File: config.mk
export PLATFORM = sky130hd
export DESIGN_NAME = rotary_multi_ctl
export DESIGN_NICKNAME = d
export VERILOG_FILES = /design/src/rtl/rotary_pkg.sv /design/src/rtl/rotary_chan.sv /design/src/rtl/rotary_multi_ctl.sv
export SDC_FILE = /design/constraint.sdc
export NUM_CORES = 1
export LEC_CHECK = 0
export BUFFER_PORTS_ARGS = -buffer_cell sky130_fd_sc_hd__buf_2
export CAP_MARGIN = 20
export CORE_MARGIN = 4
export CORE_UTILIZATION = 50
export CTS_CLUSTER_SIZE = 8
export DETAILED_ROUTE_END_ITERATION = 8
export MAX_ROUTING_LAYER = met4
export PLACE_DENSITY_LB_ADDON = 0.05
export SETUP_SLACK_MARGIN = 0.3
export SLEW_MARGIN = 20
export SYNTH_ARGS = -nofsm -noshare
export SYNTH_HDL_FRONTEND = slang
export SYNTH_SLANG_ARGS = --single-unit
File: constraint.sdc
create_clock -name clk_clk -period 1.75 [get_ports clk_clk]
set_clock_uncertainty 0.1 [all_clocks]
set_input_delay 0.2625 -clock clk_clk [delete_from_list [all_inputs] [get_ports clk_clk]]
set_output_delay 0.2625 -clock clk_clk [all_outputs]
set_load 0.01 [all_outputs]
File: src/rtl/rotary_pkg.sv
// rtl/rotary_pkg.sv - shared FSM state encoding and quadrature codes for the rotary controller
package rotary_pkg;

  // Per-channel quadrature decoder states
  typedef enum logic [2:0] {
    ST_IDLE   = 3'd0,
    ST_CW1    = 3'd1,
    ST_CW2    = 3'd2,
    ST_CW3    = 3'd3,
    ST_CCW1   = 3'd4,
    ST_CCW2   = 3'd5,
    ST_CCW3   = 3'd6,
    ST_RESYNC = 3'd7
  } rot_state_e;

  // Pin-pair codes, ordered {B, A}
  localparam logic [1:0] CODE_00 = 2'b00;
  localparam logic [1:0] CODE_01 = 2'b01;
  localparam logic [1:0] CODE_11 = 2'b11;
  localparam logic [1:0] CODE_10 = 2'b10;

endpackage

File: src/rtl/rotary_chan.sv
// rtl/rotary_chan.sv - one encoder channel: synchroniser, debouncer, decoder FSM, position counter
module rotary_chan
  import rotary_pkg::*;
#(
  parameter int CNT_W    = 8,
  parameter int DEBOUNCE = 4,
  parameter int WRAP     = 1
) (
  input  logic             clk_i,
  input  logic             rst_ni,
  input  logic [1:0]       pins_i,
  input  logic             clr_i,
  output logic             cw_o,
  output logic             ccw_o,
  output logic             err_o,
  output logic [CNT_W-1:0] count_o
);

  localparam logic [7:0]       DB_LIM  = 8'(DEBOUNCE);
  localparam logic [CNT_W-1:0] CNT_MAX = {CNT_W{1'b1}};

  logic [1:0]       sync1_q, sync2_q;
  logic [1:0]       cand_q, cand_d;
  logic [7:0]       stab_q, stab_d;
  logic [1:0]       deb_q, deb_d, deb_prev_q;
  rot_state_e       state_q, state_d;
  logic             cw_q, cw_d, ccw_q, ccw_d, err_q, err_d;
  logic [CNT_W-1:0] count_q, count_d;
  logic [1:0]       chg;

  // Debounce: accept the synchronised pair once it has held one new value long enough
  always_comb begin
    cand_d = sync2_q;
    stab_d = 8'd0;
    deb_d  = deb_q;
    if (sync2_q != deb_q) begin
      stab_d = (sync2_q == cand_q) ? stab_q + 8'd1 : 8'd1;
      if (stab_d >= DB_LIM) begin
        deb_d  = sync2_q;
        stab_d = 8'd0;
      end
    end
  end

  assign chg = deb_q ^ deb_prev_q;

  // Decoder FSM: steps only when the debounced pair has just changed
  always_comb begin
    state_d = state_q;
    cw_d    = 1'b0;
    ccw_d   = 1'b0;
    err_d   = 1'b0;
    if (chg == 2'b11) begin
      err_d   = 1'b1;
      state_d = ST_RESYNC;
    end else if (chg != 2'b00) begin
      case (state_q)
        ST_IDLE:   if (deb_q == CODE_01) state_d = ST_CW1;
                   else if (deb_q == CODE_10) state_d = ST_CCW1;
        ST_CW1:    if (deb_q == CODE_11) state_d = ST_CW2;
                   else if (deb_q == CODE_00) state_d = ST_IDLE;
        ST_CW2:    if (deb_q == CODE_10) state_d = ST_CW3;
                   else if (deb_q == CODE_01) state_d = ST_CW1;
        ST_CW3:    if (deb_q == CODE_00) begin state_d = ST_IDLE; cw_d = 1'b1; end
                   else if (deb_q == CODE_11) state_d = ST_CW2;
        ST_CCW1:   if (deb_q == CODE_11) state_d = ST_CCW2;
                   else if (deb_q == CODE_00) state_d = ST_IDLE;
        ST_CCW2:   if (deb_q == CODE_01) state_d = ST_CCW3;
                   else if (deb_q == CODE_10) state_d = ST_CCW1;
        ST_CCW3:   if (deb_q == CODE_00) begin state_d = ST_IDLE; ccw_d = 1'b1; end
                   else if (deb_q == CODE_11) state_d = ST_CCW2;
        ST_RESYNC: if (deb_q == CODE_00) state_d = ST_IDLE;
        default:   state_d = ST_IDLE;
      endcase
    end
  end

  // Position counter: clear wins over a detent; WRAP selects modulo or saturating limits
  always_comb begin
    count_d = count_q;
    if (clr_i) begin
      count_d = '0;
    end else if (cw_d) begin
      if (count_q != CNT_MAX)  count_d = count_q + 1'b1;
      else if (WRAP != 0)      count_d = '0;
    end else if (ccw_d) begin
      if (count_q != '0)       count_d = count_q - 1'b1;
      else if (WRAP != 0)      count_d = CNT_MAX;
    end
  end

  // State registers with synchronous active-low reset
  always_ff @(posedge clk_i) begin
    if (!rst_ni) begin
      sync1_q    <= 2'b00;
      sync2_q    <= 2'b00;
      cand_q     <= 2'b00;
      stab_q     <= 8'd0;
      deb_q      <= 2'b00;
      deb_prev_q <= 2'b00;
      state_q    <= ST_IDLE;
      cw_q       <= 1'b0;
      ccw_q      <= 1'b0;
      err_q      <= 1'b0;
      count_q    <= '0;
    end else begin
      sync1_q    <= pins_i;
      sync2_q    <= sync1_q;
      cand_q     <= cand_d;
      stab_q     <= stab_d;
      deb_q      <= deb_d;
      deb_prev_q <= deb_q;
      state_q    <= state_d;
      cw_q       <= cw_d;
      ccw_q      <= ccw_d;
      err_q      <= err_d;
      count_q    <= count_d;
    end
  end

  assign cw_o    = cw_q;
  assign ccw_o   = ccw_q;
  assign err_o   = err_q;
  assign count_o = count_q;

endmodule

File: src/rtl/rotary_multi_ctl.sv
// rtl/rotary_multi_ctl.sv - multi-channel quadrature rotary encoder controller
module rotary_multi_ctl
  import rotary_pkg::*;
#(
  parameter int CHANNELS = 2,
  parameter int CNT_W    = 8,
  parameter int DEBOUNCE = 4,
  parameter int WRAP     = 1
) (
  input  logic                      clk_clk,
  input  logic                      reset_reset_n,
  input  logic [2*CHANNELS-1:0]     rotary_in,
  input  logic [CHANNELS-1:0]       clr,
  output logic [CHANNELS-1:0]       rotary_cw,
  output logic [CHANNELS-1:0]       rotary_ccw,
  output logic [CHANNELS*CNT_W-1:0] count,
  output logic [CHANNELS-1:0]       err
);

  // One independent decoder per encoder
  for (genvar g = 0; g < CHANNELS; g++) begin : g_chan
    rotary_chan #(
      .CNT_W    (CNT_W),
      .DEBOUNCE (DEBOUNCE),
      .WRAP     (WRAP)
    ) u_chan (
      .clk_i   (clk_clk),
      .rst_ni  (reset_reset_n),
      .pins_i  (rotary_in[2*g +: 2]),
      .clr_i   (clr[g]),
      .cw_o    (rotary_cw[g]),
      .ccw_o   (rotary_ccw[g]),
      .err_o   (err[g]),
      .count_o (count[g*CNT_W +: CNT_W])
    );
  end

endmodule

# Yosys cells after proc, flatten, opt, wreduce, memory -nomap -nowiden
# Index checks and enable logic that the tools add are counted.
[classes]
n_addsub = 6
n_mul = 0
div = 0
n_lt_le_gt_ge = 2
eq_ne = 34
shifts = 0
mux = 56
n_bitwise = 5
reduce_logical = 20
[ops]
columns = ["op", "count"]
rows = [
  ["$mux W3", 28],
  ["$mux W8", 10],
  ["$pmux W3 S8", 2],
  ["$add A8 B1 Y8 const B", 4],
  ["$eq A3 B3 Y1 const B", 8],
  ["$ne A4 B1 Y1 const B", 6],
  ["$ge A8 B3 Y1 const B", 2],
  ["$mux W1", 16],
  ["$ne A8 B8 Y1 const B", 2],
  ["$reduce_bool A8 Y1", 2],
  ["$sub A8 B1 Y8 const B", 2],
  ["$eq A2 B2 Y1 const B", 6],
  ["$eq A3 B2 Y1 const B", 4],
  ["$reduce_bool A2 Y1", 6],
  ["$reduce_and A4 Y1", 2],
  ["$eq A3 B1 Y1 const B", 2],
  ["$logic_not A3 Y1", 2],
  ["$reduce_or A3 Y1", 2],
  ["$eq A2 B1 Y1 const B", 2],
  ["$eq A2 B2 Y1", 2],
  ["$logic_not A2 Y1", 2],
  ["$ne A2 B2 Y1", 2],
  ["$reduce_and A2 Y1", 2],
  ["$reduce_or A2 Y1", 2],
  ["other kinds (2)", 5],
]
[word_totals]
reg_bits = 64
latch_bits = 0
ramBits = 0
romBits = 0
input_bits = 8
output_inout_bits = 22
elab_cells = 145
n_memories = 0

# Logic depth before layout (Yosys ltp)
[depth]
ltp_word = 7
mapped_depth = 8

# By module
# Synthesis repeated with hierarchy kept, for this count alone.
[hier_totals]
cells_unflattened = 470
hier_area_um2 = 3926.3
[modules_own_cells]
columns = ["module", "n_inst", "cells_each", "area_per_inst_um2", "seq_area_each_um2"]
rows = [
  ["rotary_chan at g_chan[1].u_chan", 1, 240, 1978.1, 640.6],
  ["rotary_chan at g_chan[0].u_chan", 1, 230, 1948.1, 640.6],
]

# Worst setup path after synthesis
# Ideal clock, no wire load.
[synth_timing]
kind = "flip-flop to flip-flop"
start = "reg g_chan[1].u_chan.count_q[1]"
end = "reg g_chan[1].u_chan.count_q[3]"
setup_ns = 0.115
arrival_time_ns = 1.775
t_required_ns = 1.535
setup_slack_ns = -0.239
path_stages_with_launch = 9
period_less_slack_ns = 1.989
path_cell_list = "dfxtp_1 clkbuf_1 inv_1 ha_1 nor2b_1 nor3b_4 o31ai_1 a21oi_1 o21a_1"
[synth_between]
elab_chain_cells = 4
elab_cells_between_ends = 8
[synth_rtl]
columns = ["item", "line_no", "source"]
rows = [
  ["from (decl)", "rotary_chan.sv:28", "logic [CNT_W-1:0] count_q, count_d;"],
  ["from (signal assigned)", "rotary_chan.sv:117", "count_q <= count_d;"],
  ["$sub A8 B1 Y8 or $reduce_bool A8 Y1 (tied branches)", "rotary_chan.sv:87", "if (count_q != '0) count_d = count_q - 1'b1;"],
  ["$mux W8", "rotary_chan.sv:87", ""],
  ["$mux W8", "rotary_chan.sv:86", "end else if (ccw_d) begin"],
  ["$mux W8 *", "rotary_chan.sv:83", "end else if (cw_d) begin"],
]
# Mark *: on every way between the ends. The rest lies on a longest branch, timed or not. The select of a mux whose other input is x is not followed.
# A chain may end at the register's enable or synchronous reset.

# Final worst setup path
[layout_timing]
start = "reg g_chan[1].u_chan.count_q[3]"
end = "reg g_chan[1].u_chan.count_q[4]"
# The elaborated chain is that of the path after synthesis.

==> flow_metrics.tcl <==
set metrics [dict create \
    cp.required_ns 1.94 \
    synth-main-ff-cell "dfxtp_1" \
    numCtsBuffers 9 \
    max_stage_delay_ns 0.53 \
    rsz0062_at_grt "true" \
    worstPathCellList "or4_4 > nor3b_4 > nor3_1 > or3_1 > a21oi_1" \
    grt_pass1_wl_um 17100 \
    finalCritPeriodShare_pct 109 \
    dp_slack_ns -0.103 \
    ys_seq_area_share_pct 34.7 \
    grt_max_degree 18 \
    status "complete, but fails checks" \
    ant_nets 0 \
    antenna_found_initial 0 \
    placed_cell_area_um2 4430 \
    crit_path_end_kind "flip-flop" \
    drc_errors 0 \
    syn_inst 454 \
    start_kind "flip-flop" \
    die_y_um 94.0 \
    first_pass_iters 5 \
    crit_type "flip-flop to flip-flop" \
    netlist_area_um2 3700 \
    worstSkewPairLatency_ns 0.35 \
    setup_viol_count_final 4 \
    dieArea_um2 8830 \
    max_freq_mhz 523 \
    clock_sinks 64 \
    hp-class "primary input to flip-flop" \
    dieWidth_um 94.0 \
    vias 3879 \
    viasPerCell 5.83 \
    syn_avg_cell_area_um2 8.14 \
    cts_tree "done" \
    p_total_w 0.00326 \
    leakage_nw 2.24 \
    layout-drive-gt1-share_pct 48.6 \
    initial_utilization_pct 51.2 \
    cts_hold_buf 0 \
    max-clock-path-buffers 2 \
    area_growth_pct 54.5 \
    dp_hpwl_um 6700 \
    htree_levels 3 \
    rows 31 \
    ys_types 69 \
    period_needed_ns 1.91 \
    grt_pass1_vias 3634 \
    final_common_cell "buf_4" \
    io_buffers 29 \
    max-cap-violations 0 \
    vdd_drop_max_uv 695 \
    ios 30 \
    clock-root-buffer "clkbuf_8" \
    rrSetupSlack_ns -0.16 \
    timing.final.max_slew_violations 0 \
    yosys.area.top_type "dfxtp_1" \
    clk_pin_slew_worst_paths_ns 0.08 \
    hold_viol 0 \
    violations "negative setup slack" \
    layout_common_cells "buf_4, dfxtp_1, nand2_1, buf_2" \
    finalWirelength_um 11200 \
    wl_per_cell_um 16.9 \
    critical_path.slowest_cell "or4_4" \
    cp.buffers_inverters 0 \
    synthTopCellsByArea "dfxtp_1, o21ai_0, xor2_1, nand2_1, nor2_1" \
    grt_overflow 0 \
    grt_usage_pct 24.8 \
    gp_congestion 0.948 \
    ys_ff_latch 64 \
    ys.warnings.count 0 \
    core_um2 7210 \
    power_density_nw_per_um2 571 \
    fin_area_um2 5710 \
    synth_edf_count 0 \
    async_flop_share_pct 0 \
    synth_top_area_share_pct 34.7 \
    diodes 0 \
    drt_iter0_markers 174 \
    fin_ws_ns -0.161 \
    arrival_ns 2.10 \
    crit_family "simple AND/OR/NAND/NOR gates" \
    fin_nets 577 \
    path_max_fanout 5 \
]
## metrics by stage
| stage | cells | hold WS, ns | utilization [%] | TNS, ns |
|---|---|---|---|---|
| 2_1_floorplan | 465 | 0.290 | - | -0.119 |
| 3_3_place_gp | 616 | 0.315 | 61.4 | -0.0740 |
| 3_5_place_dp | 616 | 0.320 | 61.4 | -0.232 |
| 4_1_cts | 654 | 0.0203 | 73.9 | -0.165 |
| 5_1_grt | 665 | 0.0381 | 79.2 | -0.719 |
| 6_report | 665 | 0.0200 | 79.2 | -0.369 |
## worst paths after layout
kind | from | endpoint | cells after the start
max | g_chan[1].u_chan.count_o[3] | g_chan[1].u_chan.count_o[4] | 5
min reg2reg | g_chan[1].u_chan.sync1_q[1] | g_chan[1].u_chan.cand_d[1] | 1
min | rotary_in[0] | g_chan[0].u_chan.sync1_q[0] | 2
max reg2reg | g_chan[1].u_chan.count_o[3] | g_chan[1].u_chan.count_o[4] | 5
## logic make-up (layout without fill, tap and decap cells)
family / Yosys count / in the layout / share of synthesized area, %
fa+ha+maj: 10 / 10 / 3.25
flops: 64 / 64 / 34.7
buf+inv: 49 / 150 / 6.33
compound gates: 125 / 125 / 22.1
xor+xnor: 22 / 22 / 5.21
simple gates: 176 / 176 / 26.3
mux: 7 / 7 / 2.03
other cells: 1 / 12 / 0.101
## sequential cells by signal (all words and copies together), names as in the netlist
| register | flops |
|---|---|
| g_chan.u_chan.deb_q | 4 |
| g_chan.u_chan.cand_q | 4 |
| g_chan.u_chan.ccw_o | 2 |
| g_chan.u_chan.deb_prev_q | 4 |
| g_chan.u_chan.cand_d | 4 |
| g_chan.u_chan.sync1_q | 4 |
| g_chan.u_chan.cw_o | 2 |
| g_chan.u_chan.err_o | 2 |
| g_chan.u_chan.count_o | 16 |
| g_chan.u_chan.stab_q | 16 |
| g_chan.u_chan.state_q | 6 |
## worst reg2reg max path, cell delays in order, from the launching register on
cell and delay [ns]:
dfxtp_2 0.32, or4_4 0.53, nor3b_4 0.31, nor3_1 0.09, or3_1 0.34, a21oi_1 0.15
## timing repair
| item | CTS | global route |
|---|---|---|
| setup buffers | 22 | 11 |
| pin swaps | 45 | 45 |
| endpoints found under the setup margin | 30 | 32 |
| gates resized for setup | 122 | 72 |
## Yosys cell counts, types with 6 or more instances
master and instances:
o21ai_0 38, nand2b_1 10, xor2_1 16, nand2_1 35, nor2b_1 9, nor4_1 7, nand4_1 9, ha_1 8
buf_4 6, nor3_1 14, and2_1 14, xnor2_1 6, a21oi_1 20, clkbuf_1 19, nand3_1 14, a31oi_1 10
nor2_1 29, nor3b_1 6, inv_1 15, dfxtp_1 64
## where the power goes
group          switching, W  total, W  internal, W
combinational      0.000166  0.000329     0.000163
sequential        0.0000418   0.00151      0.00147
clock              0.000616   0.00142     0.000809
## routing by layer
metal / GRT usage, % / vias up / routed length, µm
li1: - / 1864 / -
met1: 31.3 / 1872 / 4920
met2: 39.2 / 117 / 5620
met3: 4.09 / 26 / 484
met4: 11.0 / 0 / 218
met5: - / - / 0
## final cells by class
| type | instances | area, µm² |
|---|---|---|
| timing repair buffer | 119 | 965 |
| multi-input combinational | 352 | 2970 |
| fill | 461 | 1500 |
| inverter | 15 | 63.8 |
| sequential | 64 | 1370 |
| clock buffer | 10 | 128 |
| clock inverter | 6 | 93.8 |
| tap | 99 | 124 |
Note: power is estimated with default switching activity, not from simulation.
